`src/rtl/riscv_pkg.sv`:
```
// Shared definitions for the serial link blocks (receiver and transmitter).
//   UART_DATA_BITS            : payload bits per 8N1 frame
//   UART_DEFAULT_CLKS_PER_BIT : 100 MHz system clock / 115200 baud
//   uart_tx_state_e           : transmitter frame-sequencer states
package riscv_pkg;

  localparam int UART_DATA_BITS            = 8;
  localparam int UART_DEFAULT_CLKS_PER_BIT = 868;

  typedef enum logic [1:0] {
    IDLE  = 2'd0,
    START = 2'd1,
    DATA  = 2'd2,
    STOP  = 2'd3
  } uart_tx_state_e;

endpackage

```
`src/rtl/byte_fifo.sv`:
```
// Synchronous FIFO with fall-through head (rdata is valid whenever !empty).
// Ports:
//   clk, rst_n       : clock, asynchronous active-low reset (pointers only)
//   push, wdata      : write request; ignored while full
//   pop              : read request; ignored while empty
//   rdata            : current head entry
//   full, empty      : derived from registered pointers only
module byte_fifo #(
  parameter int DEPTH = 8,
  parameter int WIDTH = 8
) (
  input  logic             clk,
  input  logic             rst_n,
  input  logic             push,
  input  logic [WIDTH-1:0] wdata,
  input  logic             pop,
  output logic [WIDTH-1:0] rdata,
  output logic             full,
  output logic             empty
);

  localparam int AW = $clog2(DEPTH);
  localparam logic [AW:0] PTR_ONE = {{AW{1'b0}}, 1'b1};

  // Pointers carry one extra MSB so full and empty are distinguishable.
  logic [AW:0]      wr_ptr_q, wr_ptr_d;
  logic [AW:0]      rd_ptr_q, rd_ptr_d;
  logic [WIDTH-1:0] mem_q [DEPTH];
  logic             do_push;
  logic             do_pop;

  assign empty   = (wr_ptr_q == rd_ptr_q);
  assign full    = (wr_ptr_q[AW] != rd_ptr_q[AW]) &&
                   (wr_ptr_q[AW-1:0] == rd_ptr_q[AW-1:0]);
  assign do_push = push && !full;
  assign do_pop  = pop && !empty;
  assign rdata   = mem_q[rd_ptr_q[AW-1:0]];

  always_comb begin
    wr_ptr_d = wr_ptr_q;
    rd_ptr_d = rd_ptr_q;
    if (do_push) wr_ptr_d = wr_ptr_q + PTR_ONE;
    if (do_pop)  rd_ptr_d = rd_ptr_q + PTR_ONE;
  end

  always_ff @(posedge clk or negedge rst_n) begin
    if (!rst_n) begin
      wr_ptr_q <= '0;
      rd_ptr_q <= '0;
    end else begin
      wr_ptr_q <= wr_ptr_d;
      rd_ptr_q <= rd_ptr_d;
    end
  end

  // Storage needs no reset: contents are only read between the pointers.
  always_ff @(posedge clk) begin
    if (do_push) mem_q[wr_ptr_q[AW-1:0]] <= wdata;
  end

endmodule

```
`src/rtl/uart_tx.sv`:
```
// Buffered 8N1 UART transmitter, LSB first, idle-high line.
// Ports:
//   clk            : system clock, rising edge
//   rst            : asynchronous, active-low reset; abandons frame and queue
//   io_data_valid  : producer presents io_data_packet
//   io_data_packet : byte to send
//   io_ready       : queue not full
//   io_tx          : registered serial output
//   io_busy        : frame in progress or bytes queued
// Handshake: a byte is transferred on a rising edge where io_data_valid and
// io_ready are both high; io_ready never depends on io_data_valid, and a
// byte offered while io_ready is low is silently dropped.
module uart_tx
  import riscv_pkg::*;
#(
  parameter int CLKS_PER_BIT = UART_DEFAULT_CLKS_PER_BIT,
  parameter int FIFO_DEPTH   = 8
) (
  input  logic                      clk,
  input  logic                      rst,
  input  logic                      io_data_valid,
  input  logic [UART_DATA_BITS-1:0] io_data_packet,
  output logic                      io_ready,
  output logic                      io_tx,
  output logic                      io_busy
);

  localparam int BAUD_W = $clog2(CLKS_PER_BIT);
  localparam logic [BAUD_W-1:0] BAUD_LAST = BAUD_W'(CLKS_PER_BIT - 1);
  localparam logic [BAUD_W-1:0] BAUD_ONE  = {{(BAUD_W-1){1'b0}}, 1'b1};
  localparam logic [2:0]        BIT_LAST  = 3'(UART_DATA_BITS - 1);

  uart_tx_state_e            state_q, state_d;
  logic [BAUD_W-1:0]         baud_q, baud_d;
  logic [2:0]                bit_q, bit_d;
  logic [UART_DATA_BITS-1:0] shreg_q, shreg_d;
  logic                      tx_q, tx_d;

  logic                      fifo_pop;
  logic [UART_DATA_BITS-1:0] fifo_rdata;
  logic                      fifo_full;
  logic                      fifo_empty;
  logic                      baud_end;

  byte_fifo #(
    .DEPTH (FIFO_DEPTH),
    .WIDTH (UART_DATA_BITS)
  ) u_fifo (
    .clk   (clk),
    .rst_n (rst),
    .push  (io_data_valid),
    .wdata (io_data_packet),
    .pop   (fifo_pop),
    .rdata (fifo_rdata),
    .full  (fifo_full),
    .empty (fifo_empty)
  );

  assign baud_end = (baud_q == BAUD_LAST);
  assign io_ready = !fifo_full;
  assign io_busy  = (state_q != IDLE) || !fifo_empty;
  assign io_tx    = tx_q;

  always_comb begin
    state_d  = state_q;
    bit_d    = bit_q;
    shreg_d  = shreg_q;
    fifo_pop = 1'b0;
    baud_d   = baud_end ? '0 : baud_q + BAUD_ONE;

    case (state_q)
      IDLE: begin
        baud_d = '0;
        if (!fifo_empty) begin
          fifo_pop = 1'b1;
          shreg_d  = fifo_rdata;
          bit_d    = '0;
          state_d  = START;
        end
      end
      START: begin
        if (baud_end) state_d = DATA;
      end
      DATA: begin
        if (baud_end) begin
          if (bit_q == BIT_LAST) begin
            state_d = STOP;
          end else begin
            shreg_d = shreg_q >> 1;
            bit_d   = bit_q + 3'd1;
          end
        end
      end
      STOP: begin
        // Chain straight into the next start bit when more data is queued.
        if (baud_end) begin
          if (!fifo_empty) begin
            fifo_pop = 1'b1;
            shreg_d  = fifo_rdata;
            bit_d    = '0;
            state_d  = START;
          end else begin
            state_d = IDLE;
          end
        end
      end
      default: state_d = IDLE;
    endcase

    if (state_d != state_q) baud_d = '0;

    // The line value is registered from the next state so io_tx changes on
    // the same edge the sequencer does.
    case (state_d)
      START:   tx_d = 1'b0;
      DATA:    tx_d = shreg_d[0];
      default: tx_d = 1'b1;
    endcase
  end

  always_ff @(posedge clk or negedge rst) begin
    if (!rst) begin
      state_q <= IDLE;
      baud_q  <= '0;
      bit_q   <= '0;
      shreg_q <= '0;
      tx_q    <= 1'b1;
    end else begin
      state_q <= state_d;
      baud_q  <= baud_d;
      bit_q   <= bit_d;
      shreg_q <= shreg_d;
      tx_q    <= tx_d;
    end
  end

endmodule

```
`config.mk`:
```
export PLATFORM = sky130hd
export DESIGN_NAME = uart_tx
export DESIGN_NICKNAME = d
export VERILOG_FILES = /design/src/rtl/riscv_pkg.sv /design/src/rtl/byte_fifo.sv /design/src/rtl/uart_tx.sv
export SDC_FILE = /design/constraint.sdc
export NUM_CORES = 1
export LEC_CHECK = 0
export ABC_AREA = 1
export BUFFER_PORTS_ARGS = -buffer_cell sky130_fd_sc_hd__buf_2
export CAP_MARGIN = 20
export CORE_MARGIN = 2
export CORE_UTILIZATION = 45
export CTS_BUF_LIST = sky130_fd_sc_hd__clkbuf_16
export CTS_CLUSTER_DIAMETER = 200
export DETAILED_ROUTE_END_ITERATION = 7
export GPL_TIMING_DRIVEN = 0
export HOLD_SLACK_MARGIN = 0.02
export PLACE_DENSITY = 0.7
export SETUP_SLACK_MARGIN = 0.05
export SYNTH_ARGS = -nofsm -noshare
export SYNTH_HDL_FRONTEND = slang
export SYNTH_SLANG_ARGS = --single-unit
```
`constraint.sdc`:
```
create_clock -name clk -period 4 [get_ports clk]
set_clock_uncertainty 0.15 [all_clocks]
set_input_delay 0.2 -clock clk [delete_from_list [all_inputs] [get_ports clk]]
set_output_delay 0.2 -clock clk [all_outputs]
set_load 0.01 [all_outputs]
```
==> results.cfg <==
[run_status]
outcome = finished, final reports clean

[route]
drtPass1Iterations = 4
viasPerCell = 5.137
final_antenna_net_count = 0
num_vias = 3231
wl_per_cell_um = 15.09
drc = 0
wl_um = 9491
drt_iter0_drc = 162

[grt]
grt_usage_pct = 18.74
grt_pass1_vias = 3231
antenna_found_initial = 0
grt_pass1_wl_um = 15810
grt_max_degree = 33
overflow = 0

[worst_setup_path]
crit_type = flip-flop to flip-flop
cp_top_family = simple AND/OR/NAND/NOR gates
cp.arrival_ns = 2.47
path_cells = buf_4, inv_2, nand2_1, nand2_1, nor2_2, nand4_1, nand2_1, inv_2, nand2_1, nor2_1
critPathRequiredTime_ns = 3.81
cp-start-kind = flip-flop
crit_fanout = 10
crit_slowest_cell = nor2_1
cp-end-kind = flip-flop
cp.buffers_inverters = 3
max_stage_delay_ns = 0.78
critical_path.most_common_cell = nand2_1

[synthesis]
synth-edff-count = 64
ys_async_sr_fraction_pct = 33.33
synth_cell_type_count = 31
yosysWarningCount = 0
ys.flop_type = edfxtp_1
ys_seq_elements = 96
netlist_instances = 457
syn_nets = 479
ys_seq_area_share_pct = 60.44
synth_area_sq_um = 4507
syn_avg_cell_area_sq_um = 9.862

[final_layout]
diodes = 0
multiInputGateArea_sq_um = 1573
drive_gt1_share_pct = 12.70
fillers = 869
regArea_sq_um = 2724
syn_to_final_growth_pct = 14.99
final_nets = 513

[cts]
clock-sinks = 96
cts_buffers = 9
root_buffer = clkbuf_16
postCtsSetupRepairBufs = 0
cts_resized = 0
clock_path_buffers = 2
cts_tree = yes
htree_levels = 3
clk_pin_slew_ns = 0.07
hold_buffers = 10
clk_latency_ns = 0.34

[sta]
finalHoldViolations = 0
layout_worst_path_cycle_share_pct = 66.45
setup_viol = 0
slew_violations = 0
rsz0062_at_grt = false
fmax_mhz = 376.2
worst_slew_pin_slew_ns = 0.9917
min_period_ns = 2.658
tns_ns = 0
setup_ws_ns = 1.342
relSlewSlack_pct = 33.65

[power_and_ir_drop]
power_density_nw_per_um2 = 475.8
p_leak_nw = 2.080
vdd_drop_max_mv = 0.3083
power_mw = 2.466

[die]
rows = 36
die_x_um = 104.1
io_pins = 14
die_y_um = 104.1
core_area_sq_um = 9729
start_util_pct = 46.32
dieArea_sq_um = 10830

[place]
place.gp.congestion = 0.8030
hpwl_um = 6431
dpl_worst_slack_ns = 1.365
portBuffers = 13

[min_path]
hp-class = input port to asynchronous set/reset pin

[run]
drv_cap = 0
cell usage in the layout (no fill, tap or decap), drive strengths merged:
| master | instances |
|---|---|
| dfrtp | 31 |
| nand2 | 102 |
| dlygate4sd3 | 10 |
| o221ai | 1 |
| xor2 | 5 |
| nor3 | 2 |
| nor2 | 80 |
| o21bai | 2 |
| dfstp | 1 |
| buf | 20 |
| inv | 41 |
| ha | 11 |
| o22ai | 14 |
| o21ai | 44 |
| o31ai | 1 |
| clkinvlp | 1 |
| nand3b | 1 |
| edfxtp | 64 |
| nand4 | 7 |
| nand3 | 34 |
| clkbuf | 15 |
| bufinv | 3 |
| o211ai | 6 |
layer usage:
metal / track usage, % / vias to the layer above / routed length [um] / part of all wire, %
met1: 22.86 / 1542 / 4203 / 44
met3: 3.008 / 15 / 296 / 3.1
met5: 0 / - / 0 / 0
met2: 32.85 / 52 / 4791 / 50
li1: - / 1622 / - / -
met4: 8.205 / 0 / 200 / 2.1
power breakdown:
group | internal, mW | leakage, nW | switching, mW
Combinational | 0.0711 | 0.935 | 0.197
Sequential | 1.18 | 0.978 | 0.0402
Clock | 0.613 | 0.168 | 0.365
Total | 1.86 | 2.08 | 0.603
final timing paths:
check | start | cells after the start | slack (ns) | end
worst min-delay path | rst | 2 | 0.30 | shreg_q[5]$_DFFE_PN0P_
max in group asynchronous | rst | 2 | 2.94 | state_q[1]$_DFF_PN0_
worst min register to register | u_fifo.wr_ptr_q[3]$_DFFE_PN0P_ | 1 | 0.35 | u_fifo.wr_ptr_q[3]$_DFFE_PN0P_
worst max-delay path | u_fifo.rd_ptr_q[1]$_DFFE_PN0P_ | 10 | 1.34 | u_fifo.mem_q[6][7]$_DFFE_PP_
min in group clk | u_fifo.wr_ptr_q[3]$_DFFE_PN0P_ | 1 | 0.35 | u_fifo.wr_ptr_q[3]$_DFFE_PN0P_
worst max register to register | u_fifo.rd_ptr_q[1]$_DFFE_PN0P_ | 10 | 1.34 | u_fifo.mem_q[6][7]$_DFFE_PP_
registers in the layout, indices dropped and copies added, names as in the netlist:
name / flops
baud_q: 10
bit_q: 3
io_tx: 1
shreg_q: 8
state_q: 2
u_fifo.mem_q: 64
u_fifo.rd_ptr_q: 4
u_fifo.wr_ptr_q: 4
cell type report:
cell class | count | area share, %
timing repair buffer | 23 | 3.187
inverter | 38 | 2.752
tap | 133 | 3.211
clock buffer | 9 | 4.346
clock inverter | 7 | 2.294
sequential | 96 | 52.56
multi-input combinational | 310 | 30.35
buffer | 13 | 1.304
Yosys cell counts, types with 2 or more instances:
cell type	count	area (sq um)
clkbuf_2	2	10.01
dfrtp_1	31	775.7
inv_1	31	116.4
nor2_2	5	31.28
buf_4	3	22.52
nand2_1	95	356.6
inv_2	7	26.28
nand3_4	2	35.03
o21bai_1	2	15.01
xor2_1	5	43.79
edfxtp_1	64	1922
buf_2	4	20.02
o21ai_0	40	200.2
ha_1	11	137.6
nand3_2	2	20.02
nand4_1	7	43.79
nor2_1	75	281.5
o211ai_1	6	45.04
nand3_1	30	150.1
clkbuf_1	4	15.01
nand2_2	6	37.54
o22ai_1	14	87.58
o21ai_1	3	15.01
logic make-up after synthesis:
| kind of cell | after synthesis | synth area share, % |
|---|---|---|
| AOI/OAI and AO/OA | 68 | 8.773 |
| xor gates and xnor gates | 5 | 0.9716 |
| adders and majority gates | 11 | 3.054 |
| buffers and inverters | 51 | 4.664 |
| DFF | 96 | 60.44 |
| and+or+nand+nor | 226 | 22.10 |
metrics by stage:
stage,hold WS (ns),area [sq um],util [%],cells
2_1_floorplan,-0.2456,4507,-,457
3_3_place_gp,0.1612,4738,48.70,603
5_1_grt,0.3695,5182,53.27,629
6_report,0.3021,5182,53.27,629
3_5_place_dp,0.1560,4738,48.70,603
4_1_cts,0.3259,5182,53.27,629
No activity file was read; power rests on OpenSTA's default activity.
